$ cat config.mk
export PLATFORM = sky130hd
export DESIGN_NAME = vjtag_cmd_decoder
export DESIGN_NICKNAME = d
export VERILOG_FILES = /design/src/rtl/vjtag_cmd_decoder.sv
export SDC_FILE = /design/constraint.sdc
export NUM_CORES = 1
export LEC_CHECK = 0
export ABC_AREA = 1
export CORE_UTILIZATION = 40
export DETAILED_ROUTE_END_ITERATION = 8
export PLACE_DENSITY_LB_ADDON = 0.05
export SLEW_MARGIN = 5
export SYNTH_ARGS = -nofsm -noshare
export SYNTH_HDL_FRONTEND = slang
export SYNTH_SLANG_ARGS = --single-unit
$ cat constraint.sdc
create_clock -name clk -period 2.39 [get_ports clk]
set_input_delay 0.478 -clock clk [delete_from_list [all_inputs] [get_ports clk]]
set_output_delay 0.478 -clock clk [all_outputs]
set_load 0.005 [all_outputs]
$ cat src/rtl/vjtag_cmd_decoder.sv
// vjtag_cmd_decoder: decodes host-written virtual-JTAG bytes into checked 5-byte commands
module vjtag_cmd_decoder #(
   parameter int         SYNC_STAGES = 2,
   parameter logic [7:0] SOF_BYTE    = 8'hA5,
   parameter logic [1:0] IR_WRITE    = 2'd1,
   parameter int         TIMEOUT_CYC = 1000000
) (
   input  logic       clk,
   input  logic       aclr,
   input  logic       v_udr,
   input  logic [1:0] ir_in,
   input  logic [7:0] data_from_pc,
   input  logic       clear_err,
   output logic       cmd_valid,
   input  logic       cmd_ready,
   output logic [7:0] cmd_opcode,
   output logic [7:0] cmd_addr,
   output logic [7:0] cmd_wdata,
   output logic [7:0] status
);

   localparam int            CW     = $clog2(TIMEOUT_CYC);
   localparam logic [CW-1:0] T_LAST = CW'(TIMEOUT_CYC - 1);

   localparam logic [2:0] S_IDLE = 3'd0;
   localparam logic [2:0] S_OPC  = 3'd1;
   localparam logic [2:0] S_ADR  = 3'd2;
   localparam logic [2:0] S_DAT  = 3'd3;
   localparam logic [2:0] S_CHK  = 3'd4;

   logic [SYNC_STAGES-1:0] sync_q, sync_d;
   logic                   hist_q, hist_d;
   logic [7:0]             byte_q, byte_d;
   logic                   stb_q, stb_d;
   logic [2:0]             state_q, state_d;
   logic [CW-1:0]          cnt_q, cnt_d;
   logic [7:0]             opc_q, opc_d, adr_q, adr_d, dat_q, dat_d;
   logic                   cmd_valid_q, cmd_valid_d;
   logic [7:0]             cmd_opcode_q, cmd_opcode_d;
   logic [7:0]             cmd_addr_q, cmd_addr_d;
   logic [7:0]             cmd_wdata_q, cmd_wdata_d;
   logic                   err_t_q, err_t_d, err_c_q, err_c_d, err_o_q, err_o_d;
   logic [7:0]             status_q, status_d;
   logic                   fall, at_chk, chk_ok, slot_free, load, tmo;

   // v_udr synchronizer and falling-edge capture; data_from_pc is stable at the fall
   always_comb begin
      sync_d = {sync_q[SYNC_STAGES-2:0], v_udr};
      hist_d = sync_q[SYNC_STAGES-1];
      fall   = hist_q & ~sync_q[SYNC_STAGES-1];
      byte_d = fall ? data_from_pc : byte_q;
      stb_d  = fall & (ir_in == IR_WRITE);
   end

   // packet decode decisions: checksum, output slot availability, inter-byte timeout
   always_comb begin
      at_chk    = stb_q & (state_q == S_CHK);
      chk_ok    = byte_q == (opc_q ^ adr_q ^ dat_q);
      slot_free = ~cmd_valid_q | cmd_ready;
      load      = at_chk & chk_ok & slot_free;
      tmo       = ~stb_q & (state_q != S_IDLE) & (cnt_q == T_LAST);
   end

   // frame state machine, stepped by one captured byte at a time
   always_comb begin
      state_d = state_q;
      if (stb_q) begin
         case (state_q)
            S_IDLE:  state_d = (byte_q == SOF_BYTE) ? S_OPC : S_IDLE;
            S_OPC:   state_d = S_ADR;
            S_ADR:   state_d = S_DAT;
            S_DAT:   state_d = S_CHK;
            default: state_d = S_IDLE;
         endcase
      end else if (tmo) begin
         state_d = S_IDLE;
      end
   end

   // shadow fields, timeout counter, command slot, sticky errors and status image
   always_comb begin
      opc_d        = (stb_q & (state_q == S_OPC)) ? byte_q : opc_q;
      adr_d        = (stb_q & (state_q == S_ADR)) ? byte_q : adr_q;
      dat_d        = (stb_q & (state_q == S_DAT)) ? byte_q : dat_q;
      cnt_d        = (stb_q | (state_q == S_IDLE) | tmo) ? '0 : cnt_q + 1'b1;
      cmd_valid_d  = load | (cmd_valid_q & ~cmd_ready);
      cmd_opcode_d = load ? opc_q : cmd_opcode_q;
      cmd_addr_d   = load ? adr_q : cmd_addr_q;
      cmd_wdata_d  = load ? dat_q : cmd_wdata_q;
      err_t_d      = tmo | (err_t_q & ~clear_err);
      err_c_d      = (at_chk & ~chk_ok) | (err_c_q & ~clear_err);
      err_o_d      = (at_chk & chk_ok & ~slot_free) | (err_o_q & ~clear_err);
      status_d     = {err_t_d, err_c_d, err_o_d, cmd_valid_d, 1'b0, state_d};
   end

   // state registers with synchronous reset
   always_ff @(posedge clk) begin
      if (aclr) begin
         sync_q       <= '0;
         hist_q       <= 1'b0;
         byte_q       <= '0;
         stb_q        <= 1'b0;
         state_q      <= S_IDLE;
         cnt_q        <= '0;
         opc_q        <= '0;
         adr_q        <= '0;
         dat_q        <= '0;
         cmd_valid_q  <= 1'b0;
         cmd_opcode_q <= '0;
         cmd_addr_q   <= '0;
         cmd_wdata_q  <= '0;
         err_t_q      <= 1'b0;
         err_c_q      <= 1'b0;
         err_o_q      <= 1'b0;
         status_q     <= '0;
      end else begin
         sync_q       <= sync_d;
         hist_q       <= hist_d;
         byte_q       <= byte_d;
         stb_q        <= stb_d;
         state_q      <= state_d;
         cnt_q        <= cnt_d;
         opc_q        <= opc_d;
         adr_q        <= adr_d;
         dat_q        <= dat_d;
         cmd_valid_q  <= cmd_valid_d;
         cmd_opcode_q <= cmd_opcode_d;
         cmd_addr_q   <= cmd_addr_d;
         cmd_wdata_q  <= cmd_wdata_d;
         err_t_q      <= err_t_d;
         err_c_q      <= err_c_d;
         err_o_q      <= err_o_d;
         status_q     <= status_d;
      end
   end

   assign cmd_valid  = cmd_valid_q;
   assign cmd_opcode = cmd_opcode_q;
   assign cmd_addr   = cmd_addr_q;
   assign cmd_wdata  = cmd_wdata_q;
   assign status     = status_q;

endmodule
==> results of run 1 <==
## power by group
| group | internal, mW | leakage (nW) | switching (mW) |
|---|---|---|---|
| clock network | 0.433 | 0.0894 | 0.507 |
| registers | 1.45 | 0.701 | 0.00617 |
| logic | 0.0407 | 1.21 | 0.0504 |
## cell usage in the layout, fill, tap and decap left out, types with 2 or more instances in the layout
| cell | count |
|---|---|
| inv_1 | 77 |
| nor2_1 | 81 |
| xnor2_1 | 6 |
| o21ai_0 | 33 |
| clkinv_1 | 2 |
| buf_12 | 2 |
| inv_2 | 6 |
| nand2_1 | 134 |
| nand3_1 | 13 |
| clkbuf_1 | 2 |
| dfxtp_1 | 87 |
| nor2_2 | 7 |
| clkbuf_8 | 11 |
| a21oi_1 | 47 |
| nor3b_1 | 3 |
| clkdlybuf4s50_1 | 46 |
| nor3_1 | 8 |
| nor4_1 | 3 |
| buf_4 | 3 |
| clkinv_2 | 2 |
| nand4_1 | 8 |
| xor2_1 | 10 |
## synth_stat cells, drive strengths merged
master / count
nor3b: 3
or2: 2
nand2: 134
o21ai: 33
nor2: 89
dfxtp: 87
conb: 1
clkbuf: 10
nand3b: 2
buf: 12
clkinv: 2
nand3: 13
ha: 1
a21oi: 47
nor4: 3
xnor2: 6
xor2: 10
nand4: 9
nor3: 8
a31o: 1
inv: 83
## layout make-up
type / instances / area, um^2
Fill cell: 986 / 4690
Sequential cell: 87 / 1740
Multi-Input combinational cell: 362 / 1680
Timing Repair Buffer: 51 / 523
Inverter: 85 / 319
Tap cell: 129 / 161
Clock buffer: 13 / 159
Clock inverter: 3 / 17.5
## registers in the layout, indices dropped and copies added, names as in the netlist
name,cells
cmd_opcode,8
hist_q,1
cmd_wdata,8
err_t_q,1
status,4
state_q,2
stb_q,1
adr_q,8
cmd_addr,8
byte_q,8
dat_q,8
opc_q,8
cnt_q,20
sync_q,2
## per-layer routing
| metal | vias up | track usage, % | wire length [um] | part of all wire (%) |
|---|---|---|---|---|
| li1 | 1786 | - | - | - |
| met1 | 1368 | 24.8 | 4350 | 54 |
| met2 | 55 | 24.7 | 3270 | 41 |
| met3 | 8 | 3.90 | 303 | 3.8 |
| met4 | 0 | 4.68 | 80 | 1.0 |
| met5 | - | 0 | 0 | 0 |
## through the flow
step,cells,setup WS (ns)
after floorplan,556,0.847
after global placement,714,0.594
after detailed placement,714,0.589
after CTS,730,0.580
after global routing,730,0.416
final,730,0.598
## path summary, 6_finish.rpt
check	start	endpoint	slack (ns)	cells after the start
setup / recovery	state_q[0]	status[0]	0.60	1
hold / removal	sync_q[0]	sync_q[1]	0.41	2
setup reg to reg	dat_q[0]	cmd_addr[4]	0.60	10
hold reg to reg	sync_q[0]	sync_q[1]	0.41	2
## cells by family (layout without fill, tap and decap cells)
kind of cell               count (synthesis)  after routing
AOI/OAI and AO/OA                         81             81
and+or+nand+nor                          263            263
other                                      1              1
adders and majority gates                  1              1
DFF                                       87             87
xor gates and xnor gates                  16             16
buffers and inverters                    107            152
==> key figures, run 1 <==
Floorplanning
  • Die area: ~0.010 mm^2
  • Vert. Die Dim: 100 um
  • Row count: 35
  • Initial core utilization: a little over two fifths
  • Boundary Pins: 48
  • Core area: ~0.0093 mm^2
  • Die width: around 100 um

Timing
  • Fmax: about 560 MHz
  • Hold_ws: around 0.41 ns
  • Final setup violation count: 0
  • Fin Clk Skew: approximately 0.0097 ns
  • Slew Viols, Final: 0
  • Slew @ Worst Pin: approximately 0.6 ns
  • Fin. Hold Viols: 0
  • RSZ-0062 raised after global routing: false
  • Tcrit/Tclk final: about 75%
  • Fin Setup TNS: 0 ns
  • Normalized max-slew margin: roughly 60%
  • Min Tclk post-route: between 1.5 and 2 ns

Power
  • Power Density: between 500 and 600 mW/mm^2
  • Max rail drop VDD: approximately 280 uV
  • Final Power: 2.49 mW
  • Pleak: around 2.0 nW

Place
  • Post-DP Area: 0.00442 mm^2
  • HPWL Detailed: 5510 um
  • Port Buffers: 46
  • Placer Congestion: between 0.7 and 0.8

Setup path
  • Kind of cell adding the most delay to the critical path: buffers and inverters
  • Biggest cell delay along the critical path: around 0.55 ns
  • Worst setup EP type: primary output
  • Required @ worst endpoint: ~1.9 ns
  • Worst EP arrival: roughly 1.3 ns
  • Crit-path cells: clkdlybuf4s50_1
  • Crit path launch type: flip-flop
  • Buf/Inv on CP: 1
  • Slowest-stage cell, CP: clkdlybuf4s50_1
  • CP max FO: 6
  • Critical path type: flip-flop to primary output

Synthesis
  • Area leader, netlist: dfxtp_1
  • Syn avg cell area: between 6 and 7 um^2
  • Synth top area share: between 40% and 50%
  • Synth Net Count: approximately 570
  • Post-synthesis sequential area ratio: between 40% and 50%
  • Post-Synth Simple-Gate Area: 28.7%
  • Yosys cell types: 29
  • Ys Warns: 0
  • Adder-Cell Fraction of Synth Area: 0.324%
  • Post-Synthesis Cells: between 500 and 600
  • Multiplexer share of the synthesized area: 0%
  • Top cells by area, synth: dfxtp_1, nand2_1, nor2_1
  • Synth Area in XOR/XNOR: under 10%
  • Compound-gate portion of the synthesized area: between 10% and 20%
  • Main combinational cell family by area after synthesis: simple AND/OR/NAND/NOR gates
  • Synthesized area: just under 0.004 mm^2
  • Flip-flop and latch count after synthesis: 87

Layout
  • Ant. Diodes: 0
  • Area Growth Syn to Fin: 18.9%
  • Final core utilization: roughly half
  • Fin nets: ~600
  • Design area: approximately 0.0046 mm^2
  • Fraction of layout cells with a size suffix above 1: under 10%

Status
  • Status: complete, no violations

Clock tree
  • Clk buf depth: 2
  • # Post-CTS Setup Buffers: 0
  • Root Driver: clkbuf_8
  • CTS tree: yes
  • Cts repair resizes: 0
  • Clock sink count: 87
  • CTS HTree Levels: 3
  • Reg clk slew, reported paths: 0.08 ns
  • Total CTS buffers: 9
  • Clock Latency Late Sink: 0.35 ns
  • Hold buffers post-CTS: 0

Route
  • DR iter-0 viols: about 120
  • Vias per cell: approximately 4.4
  • # DRC: 0
  • TritonRoute pass-1 iters: 4
  • DRT antenna net count: 0
  • Final wirelength: roughly 8000 um
  • WL/cell: between 10 and 15 um
  • DR vias: around 3200

GRT
  • Total grt overflow: 0
  • Number of global-route vias before repair: 2850
  • Largest net degree at the start of global routing: between 50 and 60
  • Total Routing Usage GR: 16.9%
  • Antenna violations before repair: 0
  • First-pass GRT wire length: 13400 um

Run
  • Maxcap violations: 0

Hold path
  • Hold/Removal Path Class: flip-flop to flip-flop
Power figures use the tool's default switching activity.
==> run 2, diff against run 1 <==
==> constraint.sdc (replaced) <==
create_clock -name clk -period 1.77 [get_ports clk]
set_input_delay 0.354 -clock clk [delete_from_list [all_inputs] [get_ports clk]]
set_output_delay 0.354 -clock clk [all_outputs]
set_load 0.005 [all_outputs]
==> run 2 against run 1 <==
Against the previous run:
- design area up 7.1%
- clock skew about the same
- combinational power up 66%
- final cell count up 3.4%
- core utilization up 3.5 points
- setup slack worse by 0.51 ns
- largest cell class unchanged
==> key figures, run 2 (same netlist as run 1, synthesis figures left out) <==
Clock tree
  • CTS HTree Levels: 3
  • Hold buffers post-CTS: 0
  • Total CTS buffers: 9
  • Clock Latency Late Sink: 0.36 ns
  • Clk buf depth: 2
  • Root Driver: clkbuf_8
  • Clock sink count: 87
  • Reg clk slew, reported paths: 0.08 ns
  • CTS tree: yes

Route
  • DR iter-0 viols: 146
  • DR vias: 3389
  • Final wirelength: 8510 um
  • DRT antenna net count: 0
  • WL/cell: between 10 and 15 um
  • Vias per cell: approximately 4.5
  • # DRC: 0
  • TritonRoute pass-1 iters: 4

GRT
  • Number of global-route vias before repair: between 2000 and 3000
  • Antenna violations before repair: 0
  • Total Routing Usage GR: between 10% and 20%
  • Total grt overflow: 0
  • Largest net degree at the start of global routing: just under 60
  • First-pass GRT wire length: roughly 14000 um

Layout
  • Fin nets: about 640
  • Fraction of layout cells with a size suffix above 1: approximately 15%
  • Design area: just under 0.005 mm^2
  • Max reg flops: 20
  • Most frequent cells in the layout: nand2_1, inv_1, nor2_1, dfxtp_1, a21oi_1
  • Most flops, register: cnt_q
  • Area Growth Syn to Fin: 27.4%
  • Final core utilization: 53.1%
  • Filler cells: between 900 and 1000
  • Ant. Diodes: 0
  • Commonest non-fill, non-tap cell in the layout: nand2_1

Setup path
  • Worst reg2reg path depth: 12
  • Crit-path cells: buf_4, clkdlybuf4s50_1
  • R2r setup slk: between 0.08 and 0.09 ns
  • Required @ worst endpoint: 1.42 ns
  • Worst setup EP type: primary output
  • R2R Path End: cmd_opcode[2]
  • CP max FO: 5
  • Buf/Inv on CP: 2
  • Slowest-stage cell, CP: clkdlybuf4s50_1
  • R2r startpoint: dat_q[5]
  • Critical path type: flip-flop to primary output
  • Critical Path Source: state_q[0]
  • Crit path launch type: flip-flop
  • Kind of cell adding the most delay to the critical path: buffers and inverters
  • Biggest cell delay along the critical path: a little over 0.5 ns
  • Worst EP arrival: 1.33 ns

Floorplanning
  • Row count: 35
  • Boundary Pins: between 40 and 50
  • Initial core utilization: approximately two fifths
  • Vert. Die Dim: 100 um
  • Core area: between 0.009 and 0.01 mm^2
  • Die area: 0.0101 mm^2
  • Die width: approximately 100 um

Hold path
  • Hold/Removal Path Class: flip-flop to flip-flop
  • Min-delay src: sync_q[0]
  • WHS Path Cells: 2
  • Hold endpoint: sync_q[1]

Power
  • Final Power: between 3 and 4 mW
  • Power Density: 700 mW/mm^2
  • Max rail drop VDD: between 300 and 400 uV
  • Pleak: ~2.2 nW

Place
  • Dpl ws: roughly 0.042 ns
  • Port Buffers: between 40 and 50
  • HPWL Detailed: between 6000 and 7000 um
  • Post-DP Area: roughly 0.0046 mm^2
  • Placer Congestion: just under 0.8

Timing
  • Fmax: between 500 and 600 MHz
  • Worst Slack Setup Final: a little under 0.09 ns
  • Final setup violation count: 0
  • Fin. Hold Viols: 0
  • Fin Setup TNS: 0 ns
  • Slew Viols, Final: 0
  • Tcrit/Tclk final: between 90% and 100%
  • Fin Clk Skew: between 0.009 and 0.01 ns
  • Min Tclk post-route: ~1.7 ns

Run
  • Maxcap violations: 0

Status
  • Status: complete, no violations
run 2: cell types whose count changed in the layout (fill, tap and decap cells not counted), moves of 3 or more:
cell     change
nor2_1       -7
dfxtp_2     +20
buf_4       +23
nand2_1      -3
buf_12       +3
nor2_4       +5
nand2_2      +3
dfxtp_1     -21
run 2: timing repair:
action / 4_1_cts / 5_1_grt
buffers inserted: 0 / 5
resized for setup: 0 / 40
setup endpoints to repair: 0 / 44
run 2: worst max path at each step:
| stage | depth (start not counted) | slack, ns | to |
|---|---|---|---|
| 2_1_floorplan | 9 | 0.23 | cnt_q[16] |
| 3_3_place_gp | 8 | 0.02 | cmd_addr[7] |
| 3_5_place_dp | 9 | 0.04 | cmd_opcode[1] |
| 4_1_cts | 13 | 0.02 | cmd_addr[7] |
| 5_1_grt | 14 | -0.04 | cmd_addr[4] |
| 6_report | 2 | 0.09 | status[0] |
run 2: layer usage:
| metal | track usage, % | vias to the layer above | share of wire [%] | wire (um) |
|---|---|---|---|---|
| met5 | 0 | - | 0 | 0 |
| met4 | 7.25 | 0 | 1.4 | 119 |
| met3 | 4.32 | 11 | 4.5 | 386 |
| met2 | 26.3 | 72 | 42 | 3580 |
| met1 | 25.8 | 1461 | 52 | 4420 |
| li1 | - | 1845 | - | - |
run 2: worst min-delay path: stages (launching register included):
cell and delay, ns:
dfxtp_1 0.31, inv_1 0.04, nor2_1 0.03
run 2: power by group:
group          leakage (nW)  internal [mW]  switching, mW  total [mW]
Sequential            0.712           1.96        0.00804        1.97
Clock                0.0892          0.642          0.683        1.32
Combinational          1.36         0.0734         0.0778       0.151
Total                  2.17           2.68          0.769        3.45
run 2: area by class of cell:
| cell class | count | area [um^2] | area share, % |
|---|---|---|---|
| timing repair buffer | 77 | 756 | 15.3 |
| multi-input combinational | 362 | 1740 | 35.3 |
| inverter | 85 | 319 | 6.48 |
| sequential | 87 | 1770 | 35.9 |
| tap | 129 | 161 | 3.28 |
| clock buffer | 11 | 131 | 2.67 |
| clock inverter | 4 | 47.5 | 0.965 |
run 2: per-stage QoR:
stage / std cells / hold slack, ns
2_1_floorplan: 556 / 0.388
3_3_place_gp: 735 / 0.391
3_5_place_dp: 735 / 0.400
4_1_cts: 750 / 0.411
5_1_grt: 755 / 0.432
6_report: 755 / 0.409
